$ cat src/rtl/prbs_gen_par.sv
// Parallel PRBS-7 (x^7+x^6+1) generator, Nti bits per word, data_out[0] earliest.
// Define PRBS_ERR_INJ_EN to compile in single-bit error injection and its counter.
module prbs_gen_par #(
  parameter int unsigned Nti   = 16,
  parameter int unsigned Nprbs = 7
) (
  input  logic                   clk,
  input  logic                   rstb,
  input  logic                   en,
  input  logic                   load,
  input  logic [Nprbs-1:0]       seed,
  input  logic                   inj_req,
  input  logic [$clog2(Nti)-1:0] inj_bit,
  output logic [Nti-1:0]         data_out,
  output logic                   valid,
  output logic [15:0]            inj_cnt
);

  typedef enum logic [1:0] {IDLE, SEED, RUN, HOLD} state_t;

  state_t           state_q, state_d;
  logic [Nprbs-1:0] lfsr_q, lfsr_d;
  logic [Nti-1:0]   data_q, data_d;
  logic             valid_q, valid_d;
  logic [Nprbs-1:0] lfsr_nx;
  logic [Nti-1:0]   word;
  logic [Nprbs-1:0] seed_fix;
  logic             adv;
  logic             load_acc;

`ifdef PRBS_ERR_INJ_EN
  logic                   pend_q, pend_d;
  logic [$clog2(Nti)-1:0] pbit_q, pbit_d;
  logic [15:0]            cnt_q, cnt_d;
  logic                   take_req;
`endif

  // Window lfsr holds s[m..m+Nprbs-1]; each step emits s[m] and appends s[m+1]^s[m].
  always_comb begin
    lfsr_nx = lfsr_q;
    word    = '0;
    for (int unsigned i = 0; i < Nti; i++) begin
      word[i] = lfsr_nx[0];
      lfsr_nx = {lfsr_nx[1] ^ lfsr_nx[0], lfsr_nx[Nprbs-1:1]};
    end
  end

  assign seed_fix = (seed == '0) ? {{(Nprbs-1){1'b0}}, 1'b1} : seed;

  always_comb begin
    state_d  = state_q;
    lfsr_d   = lfsr_q;
    data_d   = data_q;
    valid_d  = 1'b0;
    adv      = 1'b0;
    load_acc = 1'b0;
    unique case (state_q)
      IDLE: begin
        if (load) begin
          load_acc = 1'b1;
          state_d  = SEED;
        end
      end
      SEED: begin
        if (en) begin
          adv     = 1'b1;
          state_d = RUN;
        end else begin
          state_d = HOLD;
        end
      end
      RUN, HOLD: begin
        if (load) begin
          load_acc = 1'b1;
          state_d  = SEED;
        end else if (en) begin
          adv     = 1'b1;
          state_d = RUN;
        end else begin
          state_d = HOLD;
        end
      end
      default: state_d = IDLE;
    endcase

    if (load_acc) lfsr_d = seed_fix;
    if (adv) begin
      lfsr_d  = lfsr_nx;
      data_d  = word;
      valid_d = 1'b1;
    end

`ifdef PRBS_ERR_INJ_EN
    pend_d   = pend_q;
    pbit_d   = pbit_q;
    cnt_d    = cnt_q;
    take_req = inj_req && !pend_q && (state_q != IDLE);
    // A request arriving in the cycle a word is produced corrupts that same word.
    if (load_acc) begin
      pend_d = 1'b0;
    end else if (adv && (pend_q || take_req)) begin
      data_d[pend_q ? pbit_q : inj_bit] = ~word[pend_q ? pbit_q : inj_bit];
      pend_d = 1'b0;
      if (cnt_q != '1) cnt_d = cnt_q + 16'd1;
    end else if (take_req) begin
      pend_d = 1'b1;
      pbit_d = inj_bit;
    end
`endif
  end

  always_ff @(posedge clk or negedge rstb) begin
    if (!rstb) begin
      state_q <= IDLE;
      lfsr_q  <= {{(Nprbs-1){1'b0}}, 1'b1};
      data_q  <= '0;
      valid_q <= 1'b0;
    end else begin
      state_q <= state_d;
      lfsr_q  <= lfsr_d;
      data_q  <= data_d;
      valid_q <= valid_d;
    end
  end

`ifdef PRBS_ERR_INJ_EN
  always_ff @(posedge clk or negedge rstb) begin
    if (!rstb) begin
      pend_q <= 1'b0;
      pbit_q <= '0;
      cnt_q  <= '0;
    end else begin
      pend_q <= pend_d;
      pbit_q <= pbit_d;
      cnt_q  <= cnt_d;
    end
  end
  assign inj_cnt = cnt_q;
`else
  logic unused_inj;
  assign unused_inj = ^{inj_req, inj_bit};
  assign inj_cnt    = '0;
`endif

  assign data_out = data_q;
  assign valid    = valid_q;

endmodule

$ cat config.mk
export PLATFORM = sky130hd
export DESIGN_NAME = prbs_gen_par
export DESIGN_NICKNAME = d
export VERILOG_FILES = /design/src/rtl/prbs_gen_par.sv
export SDC_FILE = /design/constraint.sdc
export NUM_CORES = 1
export LEC_CHECK = 0
export CORE_UTILIZATION = 40
export DETAILED_ROUTE_END_ITERATION = 6
export HOLD_SLACK_MARGIN = 0.08
export PLACE_DENSITY = 0.78
export SKIP_CTS_REPAIR_TIMING = 1
export SKIP_LAST_GASP = 1
export SLEW_MARGIN = 20
export SYNTH_ARGS = -nofsm -noshare
export SYNTH_HDL_FRONTEND = slang
export SYNTH_SLANG_ARGS = --single-unit
$ cat constraint.sdc
create_clock -name clk -period 2.68 [get_ports clk]
set_clock_uncertainty 0.2 [all_clocks]
set_input_delay 0.402 -clock clk [delete_from_list [all_inputs] [get_ports clk]]
set_output_delay 0.402 -clock clk [all_outputs]
set_load 0.05 [all_outputs]
# ---- Yosys cells after proc, flatten, opt, wreduce, memory -nomap -nowiden
# Cells that the tools add are included.
dict set report word_totals {
  reg_bits 26
  latchBits 0
  mem_bits_rw 0
  romBits 0
  input_bits 16
  mem_count 0
}
dict set report classes {
  n_addsub 0
  multipliers 0
  div_mod_pow 0
  order_cmp 0
  eq_ne 4
  shift 0
  n_mux 13
  n_bitwise 16
  reduce_logical 5
}
# operator n
set op_table {}
lappend op_table {{2-to-1 mux 7 bit} 3}
lappend op_table {{bitwise XOR 1 bit} 16}
lappend op_table {{zero test 7 bit} 1}
lappend op_table {{2-to-1 mux 1 bit} 6}
lappend op_table {{case mux 2 bit (3 select lines)} 1}
lappend op_table {{== test 2 bit (second input constant)} 2}
lappend op_table {{2-to-1 mux 2 bit} 2}
lappend op_table {{OR reduction 3 bit} 1}
lappend op_table {{== test 2 x 1 -> 1 bit (second input constant)} 1}
lappend op_table {{zero test 2 bit} 1}
lappend op_table {{inequality test 2 bit (second input constant)} 1}
lappend op_table {{case mux 1 bit (2 select lines)} 1}
lappend op_table {{nonzero test 2 bit} 1}
lappend op_table {{OR reduction 2 bit} 1}

# ---- Logic depth before layout (Yosys ltp)
dict set report depth {
  word_depth 5
  depth_mapped 6
  depth_no_buf 5
}

# ---- Worst setup path after synthesis
# No wires, ideal clock.
dict set report synth_path {
  kind {reg-to-reg}
  from {reg state_q[0]}
  to {reg lfsr_q[1]}
  setup_ps 126
  arrival_time_ps 1145
  t_required_ps 2354
  slack_ps 1209
  stages_incl_launch_ff 5
  n_path_buf 1
  cell_sequence {dfrtp_1 -> mux2_2 -> o22ai_2 -> buf_4 -> o21ai_0}
}
dict set report synth_via {
  elab_chain_len 4
}
# element line_no
set synth_lines {}
lappend synth_lines {{from (decl)} 21} ;# state_t state_q, state_d;
lappend synth_lines {{from (signal assigned)} 119} ;# state_q <= state_d;
lappend synth_lines {{== test 2 bit / zero test 2 bit (equally long branches)} 57} ;# unique case (state_q)
lappend synth_lines {{OR reduction 2 bit / OR reduction 3 bit (equally long branches)} --}
lappend synth_lines {{case mux 1 bit (2 select lines) / 2-to-1 mux 1 bit (equally long branches)} --}
lappend synth_lines {{2-to-1 mux 7 bit / nonzero test 2 bit (equally long branches)} --}
lappend synth_lines {{to (signal assigned)} 115} ;# lfsr_q <= {{(Nprbs-1){1'b0}}, 1'b1};
lappend synth_lines {{to (signal assigned)} 120} ;# lfsr_q <= lfsr_d;
lappend synth_lines {{to (decl)} 22} ;# logic [Nprbs-1:0] lfsr_q, lfsr_d;
# Parallel ways exist; a longest one is shown, timed or not.
# A chain may end at the register's enable or synchronous reset.

# ---- Final worst setup path
dict set report layout_path {
  from {reg data_q[4], in the netlist data_out[4]}
  to {out data_out[4]}
}
# element line_no
set layout_lines {}
lappend layout_lines {{from (decl)} 23} ;# logic [Nti-1:0] data_q, data_d;
lappend layout_lines {{from (signal assigned)} 121} ;# data_q <= data_d;
lappend layout_lines {{to (decl)} 14} ;# output logic [Nti-1:0] data_out,
# No word-level cell between the ends.

==> flow_summary_export.csv <==
group,metric,value,unit
timing,slew_violations,0,
setup_path,rr_worst_depth,4,
die,ios,49,
final_layout,final_common_cell,"nand2_1",
timing,rsz0062_at_grt,"no",
routing,vias,945,
setup_path,crit_path_top_delay_cell,"clkdlybuf4s50_1",
clock_tree,clk_pin_slew,0.15,ns
setup_path,critPathMaxStageDelay,0.81,ns
die,start_util,0.421,
timing,fin_crit_sh,0.788,
final_layout,nFillCells,348,
routing,viasPerCell,4.38,
yosys,synth_seq_area_share,0.464,
die,die_area,3750,um^2
clock_tree,ctsLongestPathBuffers,2,
setup_path,arrival,1.51,ns
placed_design,gp_congestion,0.713,
setup_path,cp_cell_sequence,"clkdlybuf4s50_1",
clock_tree,clk_latency,0.32,ns
routing,drtIter0Drc,34,
grt,grt_pass1_wl,3.94,mm
setup_path,critPathMaxFanout,2,
power,netSwitchingPower,0.00108,W
setup_path,path_delay_family,"buffers and inverters",
grt,gr-total-overflow,0,
grt,grt_max_degree,27,
final_layout,stdcell_count,216,
die,fp-row-count,21,
setup_path,rr_startpoint,"state_q[0]",
final_layout,areaGrowthSynthToFinish,19.0,%
die,chipWidth,61.2,um
timing,max_freq,0.473,GHz
yosys,synth_area,1400,um^2
power,p_per_area,1360,nW/um^2
final_layout,fin_nets,187,
power,total_power,0.00227,W
setup_path,path_buf_inv,1,
clock_tree,clock-root-buffer,"clkbuf_4",
yosys,async_flop_share,1.00,
power,peakVddDrop,0.392,mV
timing,finalHoldViolCount,0,
routing,ant_nets,0,
placed_design,io_buffers,27,
grt,first_global_vias,905,
yosys,ys_types,24,
setup_path,regToRegSetupSlack,1.00,ns
placed_design,dp_hpwl,1.73,mm
placed_design,placedCellCount,212,
yosys,synth_edf_count,0,
hold_path,hp-class,"input pin to async pin",
routing,wl,2.30,mm
yosys,ys_seq_elements,26,
die,core-area,3340,um^2
clock_tree,cts.sinks,26,
power,comb_power_share,0.545,
clock_tree,cts_tree,"built",
setup_path,crit_required,2.08,ns
yosys,syn_area_per_cell,9.49,um^2
final_layout,mostFrequentLayoutCells,"39 x nand2_1, 27 x clkdlybuf4s50_1, 25 x dfrtp_1",
timing,period_needed,2.11,ns
clock_tree,cts-htree-levels,1,
yosys,synthCells,148,
power,switching_share,0.473,
grt,grtUsageTotal,0.144,
run_status,outcome,"finished, final reports clean",
setup_path,r2r-end,"lfsr_q[0]",
routing,drc,0,
timing,fin_tns_setup,0,ns
setup_path,end_kind,"output port",
power,p_clk_frac,0.118,
final_layout,fin_util,0.501,
routing,wire_per_inst,10.7,um
timing,fin_hold_ws,0.218,ns
die,die_h,61.2,um
yosys,synth-main-ff-cell,"dfrtp_1",
yosys,ys_warn_count,0,
clock_tree,cts-buffers-inserted,3,
setup_path,critPathKind,"register to output port",
timing,slew_headroom,0.666,
power,seq_power_share,0.337,
power,internal-power,0.00120,W
routing,firstDrtPassIters,3,
final_layout,drive_gt1_frac,0.0824,
grt,antenna_found_initial,0,
power,leakage,0.764,nW
timing,setup_viol,0,
flow_run,maxCapViolCount,0,
timing,tightest_slew,0.500,ns
final_layout,antenna_cells,0,
setup_path,worst_setup_path_start_kind,"register",
[per-stage QoR]
stage,cell area (um^2),setup slack [ns]
final,1670,0.567
after global routing,1670,0.506
after CTS,1670,0.544
after detailed placement,1620,0.529
after global placement,1620,0.518
after floorplan,1460,1.21
[flip-flops by register name (all words and copies together), names as in the netlist]
register and count:
data_out 16, valid 1, lfsr_q 7, state_q 2
[final cells by class]
cell class                      count  area [um^2]  share of cell area
Tap cell                           46         57.6              0.0345
Sequential cell                    26          652               0.390
Timing Repair Buffer               29          285               0.171
Inverter                            3         16.3             0.00974
Clock inverter                      1         30.0              0.0180
Clock buffer                        3         22.5              0.0135
Multi-Input combinational cell    108          607               0.363
[cell families after synthesis]
group,after synthesis,share of synthesized area
XOR/XNOR,17,0.111
AO/OA/AOI/OAI,22,0.0891
multiplexers,7,0.0508
AND/OR/NAND/NOR,46,0.138
buffers and inverters,29,0.143
other,1,0.00267
flip-flops,26,0.464
[cell usage after synthesis (2+ instances only)]
cell type  count  share of area
a21oi_1        5          0.018
buf_2          4          0.014
buf_4         19           0.10
clkbuf_1       2         0.0053
dfrtp_1       25           0.45
inv_1          2         0.0053
mux2i_1        6          0.043
nand2_1       39           0.10
nor2_1         4          0.011
o21ai_0       14          0.050
xnor2_1       12          0.075
xor2_1         4          0.025
[worst max path at each step]
stage                             end  slack, ns  depth (start not counted)   startpoint
after CTS                 data_out[4]       0.54                          1  data_out[4]
final                     data_out[4]       0.57                          1  data_out[4]
after detailed placement    lfsr_q[0]       0.53                          5           en
after global routing      data_out[6]       0.51                          1  data_out[6]
after floorplan             lfsr_q[1]       1.21                          4   state_q[0]
after global placement      lfsr_q[0]       0.52                          5           en
[power groups by stage]
stage,Combinational [W],Sequential (W),Clock [W]
after floorplan,0.000644,0.00108,0
after global placement,0.00123,0.000769,0
after detailed placement,0.00125,0.000779,0
after CTS,0.00125,0.000770,0.000276
after global routing,0.00135,0.000793,0.000290
final,0.00124,0.000767,0.000268
[routing by layer]
layer,track usage,part of all wire
met4,0.0487,0.0083
met2,0.250,0.48
met1,0.179,0.47
met3,0.0252,0.040
met5,0,0
Power figures use the tool's default switching activity.
